$ cat config.mk
export PLATFORM = sky130hd
export DESIGN_NAME = commit_monitor_flat
export DESIGN_NICKNAME = d
export VERILOG_FILES = /design/src/rtl/commit_pkg.sv /design/src/rtl/commit_monitor_if.sv /design/src/rtl/commit_lane.sv /design/src/rtl/commit_monitor.sv /design/src/flat_wrapper.sv
export SDC_FILE = /design/constraint.sdc
export NUM_CORES = 1
export LEC_CHECK = 0
export ABC_AREA = 1
export BUFFER_PORTS_ARGS = -buffer_cell sky130_fd_sc_hd__buf_4
export CELL_PAD_IN_SITES_DETAIL_PLACEMENT = 0
export CELL_PAD_IN_SITES_GLOBAL_PLACEMENT = 2
export CORE_AREA = 2 2 368 370
export DETAILED_ROUTE_END_ITERATION = 8
export DIE_AREA = 0 0 370 372
export PLACE_DENSITY = 0.69
export SLEW_MARGIN = 15
export SYNTH_ARGS = -nofsm -noshare
export SYNTH_HDL_FRONTEND = slang
export SYNTH_SLANG_ARGS = --single-unit
$ cat constraint.sdc
create_clock -name clock -period 9 [get_ports clock]
set_input_delay 1.35 -clock clock [delete_from_list [all_inputs] [get_ports clock]]
set_output_delay 1.35 -clock clock [all_outputs]
set_load 0.02 [all_outputs]
$ cat src/rtl/commit_pkg.sv
// Shared definitions for the commit monitor slice.
//   TRAP_OPCODE          - inst[6:0] value that ends simulation
//   TIMEOUT_CODE_DEFAULT - trap code reported when the watchdog expires
//   state_e              - monitor FSM states
//   lane_rec_t           - one retired instruction as seen by Difftest
//   popcount8            - number of set bits in an 8-bit lane mask
package commit_pkg;

   localparam logic [6:0] TRAP_OPCODE          = 7'h6b;
   localparam logic [7:0] TIMEOUT_CODE_DEFAULT = 8'hFE;

   typedef enum logic [0:0] {
      RUN,
      HALTED
   } state_e;

   typedef struct packed {
      logic [63:0] pc;
      logic [31:0] inst;
      logic        wen;
      logic [4:0]  wdest;
      logic [63:0] wdata;
      logic        skip;
   } lane_rec_t;

   function automatic logic [3:0] popcount8(input logic [7:0] mask);
      logic [3:0] n;
      n = 4'd0;
      for (int unsigned i = 0; i < 8; i++) begin
         n = n + {3'b000, mask[i]};
      end
      return n;
   endfunction

endpackage

$ cat src/rtl/commit_monitor_if.sv
// Retire-side and Difftest-side signal bundle of the commit monitor.
//   master : the core / environment (drives in_*, trap_a0; observes cmt_*, trap_*, counters)
//   slave  : the commit monitor
// Per-lane vectors are packed with lane 0 in the least significant slice.
interface commit_monitor_if #(
   parameter int unsigned NR_COMMIT = 2
);
   import commit_pkg::*;

   // retire point
   logic [NR_COMMIT-1:0]    in_valid;
   logic [NR_COMMIT*64-1:0] in_pc;
   logic [NR_COMMIT*32-1:0] in_inst;
   logic [NR_COMMIT-1:0]    in_wen;
   logic [NR_COMMIT*5-1:0]  in_wdest;
   logic [NR_COMMIT*64-1:0] in_wdata;
   logic [NR_COMMIT-1:0]    in_skip;
   logic [63:0]             trap_a0;

   // commit records
   logic [NR_COMMIT-1:0]    cmt_valid;
   logic [NR_COMMIT*64-1:0] cmt_pc;
   logic [NR_COMMIT*32-1:0] cmt_inst;
   logic [NR_COMMIT-1:0]    cmt_wen;
   logic [NR_COMMIT*8-1:0]  cmt_wdest;
   logic [NR_COMMIT*64-1:0] cmt_wdata;
   logic [NR_COMMIT-1:0]    cmt_skip;

   // trap, counters, status
   logic                    trap_valid;
   logic [7:0]              trap_code;
   logic [63:0]             trap_pc;
   logic [63:0]             cycle_cnt;
   logic [63:0]             instr_cnt;
   logic                    halted;
   logic                    proto_err;

   modport master (
      output in_valid, in_pc, in_inst, in_wen, in_wdest, in_wdata, in_skip, trap_a0,
      input  cmt_valid, cmt_pc, cmt_inst, cmt_wen, cmt_wdest, cmt_wdata, cmt_skip,
      input  trap_valid, trap_code, trap_pc, cycle_cnt, instr_cnt, halted, proto_err
   );

   modport slave (
      input  in_valid, in_pc, in_inst, in_wen, in_wdest, in_wdata, in_skip, trap_a0,
      output cmt_valid, cmt_pc, cmt_inst, cmt_wen, cmt_wdest, cmt_wdata, cmt_skip,
      output trap_valid, trap_code, trap_pc, cycle_cnt, instr_cnt, halted, proto_err
   );

endinterface

$ cat src/rtl/commit_lane.sv
// One-lane commit register slice.
//   clock, reset : clock, asynchronous active-low reset
//   in_valid     : lane retires this cycle
//   kill         : drop the lane (above a trap, or monitor halted)
//   in_rec       : raw retire record
//   cmt_valid    : registered lane valid
//   cmt_rec      : registered record, wen gated for x0, skip forced at PC_START,
//                  all-zero when the lane is not committed
module commit_lane
   import commit_pkg::*;
#(
   parameter logic [63:0] PC_START = 64'h8000_0000
) (
   input  logic      clock,
   input  logic      reset,
   input  logic      in_valid,
   input  logic      kill,
   input  lane_rec_t in_rec,
   output logic      cmt_valid,
   output lane_rec_t cmt_rec
);

   logic      valid_d, valid_q;
   lane_rec_t rec_d, rec_q;

   always_comb begin
      valid_d = in_valid & ~kill;
      rec_d   = '0;
      if (valid_d) begin
         rec_d       = in_rec;
         // Writes to x0 are architecturally dropped; Difftest must not see them.
         rec_d.wen   = in_rec.wen & (in_rec.wdest != 5'd0);
         // The reset-vector instruction is never compared against the reference.
         rec_d.skip  = in_rec.skip | (in_rec.pc == PC_START);
      end
   end

   always_ff @(posedge clock or negedge reset) begin
      if (!reset) begin
         valid_q <= 1'b0;
         rec_q   <= '0;
      end else begin
         valid_q <= valid_d;
         rec_q   <= rec_d;
      end
   end

   assign cmt_valid = valid_q;
   assign cmt_rec   = rec_q;

endmodule

$ cat src/rtl/commit_monitor.sv
// Multi-lane commit / trap monitor between the retire point and Difftest.
//   clock, reset : clock, asynchronous active-low reset
//   bus          : commit_monitor_if.slave
//                  in_*      up to NR_COMMIT in-order retirements per cycle, trap_a0 trap code source
//                  cmt_*     registered per-lane commit records (one cycle latency)
//                  trap_*    one-cycle trap pulse with held code / PC
//                  cycle_cnt, instr_cnt, halted, proto_err
module commit_monitor
   import commit_pkg::*;
#(
   parameter int unsigned NR_COMMIT    = 2,
   parameter logic [63:0] PC_START     = 64'h8000_0000,
   parameter int unsigned TIMEOUT      = 5000,
   parameter logic [7:0]  TIMEOUT_CODE = TIMEOUT_CODE_DEFAULT
) (
   input logic             clock,
   input logic             reset,
   commit_monitor_if.slave bus
);

   state_e      state_q;
   logic        trap_valid_q;
   logic [7:0]  trap_code_q;
   logic [63:0] trap_pc_q;
   logic [63:0] cycle_q;
   logic [63:0] instr_q;
   logic        halted_q;
   logic        proto_q;
   logic [31:0] wdog_q;
   logic [63:0] last_pc_q;

   logic [NR_COMMIT-1:0] run_valid;
   logic [NR_COMMIT-1:0] keep;
   logic [NR_COMMIT-1:0] commit_mask;
   logic                 trap_hit;
   logic [63:0]          trap_pc_sel;
   logic [63:0]          last_pc_sel;
   logic                 any_commit;
   logic                 lane_gap;
   logic [7:0]           mask8;
   logic [3:0]           commit_cnt;
   logic [31:0]          wdog_inc;
   logic                 wdog_expired;

   // Trap priority encoder: the lowest trapping lane and everything below it commit.
   always_comb begin
      run_valid   = (state_q == RUN) ? bus.in_valid : '0;
      keep        = '0;
      trap_hit    = 1'b0;
      trap_pc_sel = '0;
      last_pc_sel = last_pc_q;
      lane_gap    = 1'b0;
      for (int unsigned i = 0; i < NR_COMMIT; i++) begin
         keep[i] = ~trap_hit;
         if (!trap_hit && run_valid[i] && (bus.in_inst[i*32 +: 7] == TRAP_OPCODE)) begin
            trap_hit    = 1'b1;
            trap_pc_sel = bus.in_pc[i*64 +: 64];
         end
      end
      commit_mask = run_valid & keep;
      // Highest committed lane is the youngest instruction.
      for (int unsigned i = 0; i < NR_COMMIT; i++) begin
         if (commit_mask[i]) begin
            last_pc_sel = bus.in_pc[i*64 +: 64];
         end
      end
      for (int unsigned i = 1; i < NR_COMMIT; i++) begin
         if (run_valid[i] && !run_valid[i-1]) begin
            lane_gap = 1'b1;
         end
      end
      any_commit                = |commit_mask;
      mask8                     = '0;
      mask8[NR_COMMIT-1:0]      = commit_mask;
      commit_cnt                = popcount8(mask8);
      wdog_inc                  = wdog_q + 32'd1;
      wdog_expired              = ~any_commit & (wdog_inc == 32'(TIMEOUT));
   end

   always_ff @(posedge clock or negedge reset) begin
      if (!reset) begin
         state_q      <= RUN;
         trap_valid_q <= 1'b0;
         trap_code_q  <= '0;
         trap_pc_q    <= '0;
         cycle_q      <= '0;
         instr_q      <= '0;
         halted_q     <= 1'b0;
         proto_q      <= 1'b0;
         wdog_q       <= '0;
         last_pc_q    <= PC_START;
      end else begin
         trap_valid_q <= 1'b0;
         unique case (state_q)
            RUN: begin
               cycle_q <= cycle_q + 64'd1;
               instr_q <= instr_q + 64'(commit_cnt);
               if (lane_gap) begin
                  proto_q <= 1'b1;
               end
               if (any_commit) begin
                  wdog_q    <= '0;
                  last_pc_q <= last_pc_sel;
               end else begin
                  wdog_q <= wdog_inc;
               end
               if (trap_hit) begin
                  trap_valid_q <= 1'b1;
                  trap_code_q  <= bus.trap_a0[7:0];
                  trap_pc_q    <= trap_pc_sel;
                  halted_q     <= 1'b1;
                  state_q      <= HALTED;
               end else if (wdog_expired) begin
                  trap_valid_q <= 1'b1;
                  trap_code_q  <= TIMEOUT_CODE;
                  trap_pc_q    <= last_pc_q;
                  halted_q     <= 1'b1;
                  state_q      <= HALTED;
               end
            end
            HALTED: begin
               state_q <= HALTED;
            end
            default: begin
               state_q <= RUN;
            end
         endcase
      end
   end

   for (genvar g = 0; g < NR_COMMIT; g++) begin : g_lane
      lane_rec_t rec_in;
      lane_rec_t rec_out;
      logic      valid_out;

      assign rec_in = '{
         pc:    bus.in_pc[g*64 +: 64],
         inst:  bus.in_inst[g*32 +: 32],
         wen:   bus.in_wen[g],
         wdest: bus.in_wdest[g*5 +: 5],
         wdata: bus.in_wdata[g*64 +: 64],
         skip:  bus.in_skip[g]
      };

      commit_lane #(
         .PC_START (PC_START)
      ) u_lane (
         .clock     (clock),
         .reset     (reset),
         .in_valid  (bus.in_valid[g]),
         .kill      (~commit_mask[g]),
         .in_rec    (rec_in),
         .cmt_valid (valid_out),
         .cmt_rec   (rec_out)
      );

      assign bus.cmt_valid[g]          = valid_out;
      assign bus.cmt_pc[g*64 +: 64]    = rec_out.pc;
      assign bus.cmt_inst[g*32 +: 32]  = rec_out.inst;
      assign bus.cmt_wen[g]            = rec_out.wen;
      assign bus.cmt_wdest[g*8 +: 8]   = {3'b000, rec_out.wdest};
      assign bus.cmt_wdata[g*64 +: 64] = rec_out.wdata;
      assign bus.cmt_skip[g]           = rec_out.skip;
   end

   assign bus.trap_valid = trap_valid_q;
   assign bus.trap_code  = trap_code_q;
   assign bus.trap_pc    = trap_pc_q;
   assign bus.cycle_cnt  = cycle_q;
   assign bus.instr_cnt  = instr_q;
   assign bus.halted     = halted_q;
   assign bus.proto_err  = proto_q;

endmodule
$ cat src/flat_wrapper.sv
// flat-port wrapper written by rule: the top's interface ports become plain ports
module commit_monitor_flat import commit_pkg::*;
#(
   parameter int unsigned NR_COMMIT    = 2,
   parameter logic [63:0] PC_START     = 64'h8000_0000,
   parameter int unsigned TIMEOUT      = 5000,
   parameter logic [7:0]  TIMEOUT_CODE = TIMEOUT_CODE_DEFAULT
)
  (clock, reset, bus_in_valid, bus_in_pc, bus_in_inst, bus_in_wen, bus_in_wdest, bus_in_wdata, bus_in_skip, bus_trap_a0, bus_cmt_valid, bus_cmt_pc, bus_cmt_inst, bus_cmt_wen, bus_cmt_wdest, bus_cmt_wdata, bus_cmt_skip, bus_trap_valid, bus_trap_code, bus_trap_pc, bus_cycle_cnt, bus_instr_cnt, bus_halted, bus_proto_err);
  commit_monitor_if #(.NR_COMMIT(NR_COMMIT)) bus_i ();
  input logic clock;
  input logic reset;
  input wire logic [$bits(bus_i.in_valid)-1:0] bus_in_valid;
  input wire logic [$bits(bus_i.in_pc)-1:0] bus_in_pc;
  input wire logic [$bits(bus_i.in_inst)-1:0] bus_in_inst;
  input wire logic [$bits(bus_i.in_wen)-1:0] bus_in_wen;
  input wire logic [$bits(bus_i.in_wdest)-1:0] bus_in_wdest;
  input wire logic [$bits(bus_i.in_wdata)-1:0] bus_in_wdata;
  input wire logic [$bits(bus_i.in_skip)-1:0] bus_in_skip;
  input wire logic [$bits(bus_i.trap_a0)-1:0] bus_trap_a0;
  output wire logic [$bits(bus_i.cmt_valid)-1:0] bus_cmt_valid;
  output wire logic [$bits(bus_i.cmt_pc)-1:0] bus_cmt_pc;
  output wire logic [$bits(bus_i.cmt_inst)-1:0] bus_cmt_inst;
  output wire logic [$bits(bus_i.cmt_wen)-1:0] bus_cmt_wen;
  output wire logic [$bits(bus_i.cmt_wdest)-1:0] bus_cmt_wdest;
  output wire logic [$bits(bus_i.cmt_wdata)-1:0] bus_cmt_wdata;
  output wire logic [$bits(bus_i.cmt_skip)-1:0] bus_cmt_skip;
  output wire logic [$bits(bus_i.trap_valid)-1:0] bus_trap_valid;
  output wire logic [$bits(bus_i.trap_code)-1:0] bus_trap_code;
  output wire logic [$bits(bus_i.trap_pc)-1:0] bus_trap_pc;
  output wire logic [$bits(bus_i.cycle_cnt)-1:0] bus_cycle_cnt;
  output wire logic [$bits(bus_i.instr_cnt)-1:0] bus_instr_cnt;
  output wire logic [$bits(bus_i.halted)-1:0] bus_halted;
  output wire logic [$bits(bus_i.proto_err)-1:0] bus_proto_err;
  assign bus_i.in_valid = bus_in_valid;
  assign bus_i.in_pc = bus_in_pc;
  assign bus_i.in_inst = bus_in_inst;
  assign bus_i.in_wen = bus_in_wen;
  assign bus_i.in_wdest = bus_in_wdest;
  assign bus_i.in_wdata = bus_in_wdata;
  assign bus_i.in_skip = bus_in_skip;
  assign bus_i.trap_a0 = bus_trap_a0;
  assign bus_cmt_valid = bus_i.cmt_valid;
  assign bus_cmt_pc = bus_i.cmt_pc;
  assign bus_cmt_inst = bus_i.cmt_inst;
  assign bus_cmt_wen = bus_i.cmt_wen;
  assign bus_cmt_wdest = bus_i.cmt_wdest;
  assign bus_cmt_wdata = bus_i.cmt_wdata;
  assign bus_cmt_skip = bus_i.cmt_skip;
  assign bus_trap_valid = bus_i.trap_valid;
  assign bus_trap_code = bus_i.trap_code;
  assign bus_trap_pc = bus_i.trap_pc;
  assign bus_cycle_cnt = bus_i.cycle_cnt;
  assign bus_instr_cnt = bus_i.instr_cnt;
  assign bus_halted = bus_i.halted;
  assign bus_proto_err = bus_i.proto_err;
  commit_monitor #(.NR_COMMIT(NR_COMMIT), .PC_START(PC_START), .TIMEOUT(TIMEOUT), .TIMEOUT_CODE(TIMEOUT_CODE)) u_core (.clock(clock), .reset(reset), .bus(bus_i));
endmodule
==> impl_metrics.tcl <==
set metrics [dict create \
    status "finished, final reports clean" \
    intPower_mw 5.00 \
    finClkSkew_ps 33.4 \
    max_clock_freq_mhz 178 \
    drive_above_1_share 0.266 \
    grt_max_degree 152 \
    dr.pass1.iters 5 \
    cts_sinks 636 \
    worstSkewPairLatency_ps 680 \
    antenna_found_initial 10 \
    num_rows 135 \
    cts_buffers 83 \
    yosysTopAreaCellShare 0.585 \
    cp-endpoint "u_core.bus.instr_cnt[54]" \
    ant_nets 0 \
    cts-hold-fix-buffers 0 \
    core_um2 134000 \
    gr-total-overflow 0 \
    crit_path_end_kind "flop" \
    top_layer_used "met5" \
    gp_congestion 0.857 \
    r2r_setup_slack_ps 3390 \
    die_area_um2 138000 \
    synth.distinct_cells 43 \
    setup_tns_ps 0 \
    synthToLayoutAreaGrowth_pct 42.3 \
    cp.required_ps 9560 \
    switchingPower_mw 1.57 \
    synth_top_area_cell "dfrtp_1" \
    hold_path.class "flop to flop" \
    synthArstFlopShare 1.00 \
    wl_mm 123 \
    sequentialPowerShare 0.435 \
    crit_path_start_kind "flop" \
    multi_input_area_um2 8830 \
    setup_viol_count_final 0 \
    drt-initial-drc-count 1373 \
    worst-path-max-fanout 36 \
    fin_crit_ps 5610 \
    dp_hpwl_mm 92.7 \
    clkPwrFrac 0.524 \
    synth_edf_count 0 \
    tightestPinTransition_ps 1280 \
    cts_setup_buffers 0 \
    rsz0062_at_grt "no" \
    cts_resized 0 \
    seq_area_um2 15900 \
    leakagePower_nw 21.4 \
    post-route-drc-count 0 \
    min_from "u_core.bus.trap_pc[6]" \
    yosysMostFrequentCell "dfrtp_1" \
    p_comb_frac 0.041 \
    slew_violations 0 \
    cts_buffer_depth 3 \
    maxSlewHeadroom 0.136 \
    routedWlPerCell_um 21.0 \
    cap_violations 0 \
    die_x_um 370 \
    nets 4410 \
    synth_area_leaders "dfrtp_1 (59%), nand2_1 (8.6%), nor2_1 (7.3%)" \
    worst-setup-path-type "flop to flop" \
    drt-met1-wl_mm 49.3 \
    worst_ep_arrival_time_ps 6170 \
    fillers 14612 \
    postSynthCellCount 3121 \
    synth_commonest_cells "dfrtp_1 (635), nand2_1 (621), nor2_1 (529), inv_1 (507), o21ai_0 (161)" \
    grt_pass1_wl_mm 175 \
    dr_wl_met2_mm 60.2 \
    vias 23920 \
    irDropWorstVdd_v 0.000139 \
    ioPinCount 947 \
    grt_usage 0.174 \
    vias_per_cell 4.08 \
    cts_tree "built" \
    swShare 0.239 \
    powerDensity_nw_per_um2 170 \
    wl_met3_mm 10.7 \
    htreeDepth 3 \
    die_y_um 372 \
    path_clk_slew_ps 60 \
    initial_core_util 0.202 \
    period_share 0.623 \
    reg2reg_to "u_core.bus.instr_cnt[54]" \
    root_buffer "clkbuf_16" \
    r2r_start "u_core.state_q" \
    synth_area_um2 27200 \
    hold_viol 0 \
    synth_ff_type "dfrtp_1" \
    reg2reg_depth 19 \
    yosysWarnings 0 \
    grt_pass1_vias 24464 \
    ys_seq_area_frac 0.586 \
    worst_hold_slack_ps 468 \
    synth-seq-cells 636 \
    crit_path_start "u_core.state_q" \
    synth.avg_cell_area_um2 8.70 \
    io_buffers 884 \
]
## per-stage QoR
| step | util | total power, mW | std cells | worst slack, ps | area, µm² |
|---|---|---|---|---|---|
| floorplan | - | 2.96 | 3126 | 4220 | 27200 |
| global placement | 0.267 | 3.19 | 5698 | 2740 | 35800 |
| detailed placement | 0.267 | 3.19 | 5698 | 2730 | 35800 |
| CTS | 0.288 | 6.69 | 5852 | 3110 | 38600 |
| global route | 0.288 | 6.83 | 5854 | 2750 | 38600 |
| finish | 0.288 | 6.57 | 5857 | 3390 | 38600 |
## metal layers
metal	GRT usage	vias to the layer above
li1	-	11407
met4	0.0446	6
met5	0	-
met2	0.299	757
met3	0.0637	135
met1	0.206	11615
## worst min path at each step
stage                             end  slack (ps)  depth (start not counted)
2_1_floorplan    u_core.last_pc_q[31]         460                          2
3_3_place_gp        u_core.bus.halted         460                          2
3_5_place_dp   u_core.bus.trap_pc[30]         460                          2
4_1_cts        u_core.bus.trap_pc[43]         470                          2
5_1_grt        u_core.bus.trap_pc[30]         480                          2
6_report        u_core.bus.trap_pc[6]         470                          2
## registers in the layout (all words and copies together) (netlist names), 2 cells and up
register                        flops
u_core.bus.cycle_cnt               64
u_core.bus.instr_cnt               64
u_core.bus.trap_code                8
u_core.bus.trap_pc                 64
u_core.g_lane.u_lane.cmt_rec      334
u_core.g_lane.u_lane.cmt_valid      2
u_core.last_pc_q                   64
u_core.wdog_q                      32
## layout by cell type (no fill, tap or decap), types with 3 or more instances in the layout
master / n
ha_1: 4
nor3_1: 59
o21ai_0: 161
xor2_1: 92
bufinv_16: 5
nand2_1: 618
nand4_1: 46
clkinv_4: 3
or2_2: 8
dfrtp_1: 634
buf_4: 910
nor2_2: 7
nor2_1: 526
nor2_4: 5
clkinv_2: 14
xnor2_1: 33
o211ai_1: 63
clkbuf_8: 18
nor4_1: 54
clkbuf_1: 23
conb_1: 6
inv_1: 506
a21oi_1: 3
o22ai_1: 4
nand3_1: 137
diode_2: 5
buf_12: 3
nand2_4: 5
clkbuf_16: 84
clkinv_8: 3
## power by group through the flow
stage	sequential, mW	clock, mW	combinational, mW
after global routing	2.86	3.67	0.299
final	2.86	3.45	0.267
after global placement	2.91	0	0.274
after floorplan	2.91	0	0.0466
after detailed placement	2.91	0	0.274
after CTS	2.86	3.56	0.275
## worst max-delay path: stages, from the launching register on
cell,delay [ps]
dfrtp_4,630
inv_4,410
nand2_4,290
nor2_1,290
nand2_4,360
nand2_4,650
ha_2,260
ha_1,150
inv_1,50
fa_1,450
nor3_4,300
nand3_2,170
nor3_4,280
nand2_2,170
nor2_1,220
nand2_1,120
nor2_1,240
nand2_1,150
xor2_1,150
inv_1,50
## kinds of logic (layout without fill, tap and decap cells)
family                   Yosys count  in the layout  synth area share
flip-flops                       636            636             0.586
buffers and inverters            632           1577            0.0913
adder cells (fa/ha/maj)            6              6           0.00304
AO/OA/AOI/OAI                    241            241            0.0513
XOR/XNOR                         125            125            0.0403
other                              1             11          0.000138
AND/OR/NAND/NOR                 1480           1480             0.228
## cell type report
type / count / share of cell area
clock buffer: 125 / 0.0631
timing repair buffer: 914 / 0.179
sequential: 636 / 0.412
multi-input combinational: 1858 / 0.229
clock inverter: 29 / 0.00978
inverter: 509 / 0.0496
antenna: 5 / 0.000324
tap: 1781 / 0.0577
Note: power is estimated with default switching activity, not from simulation.
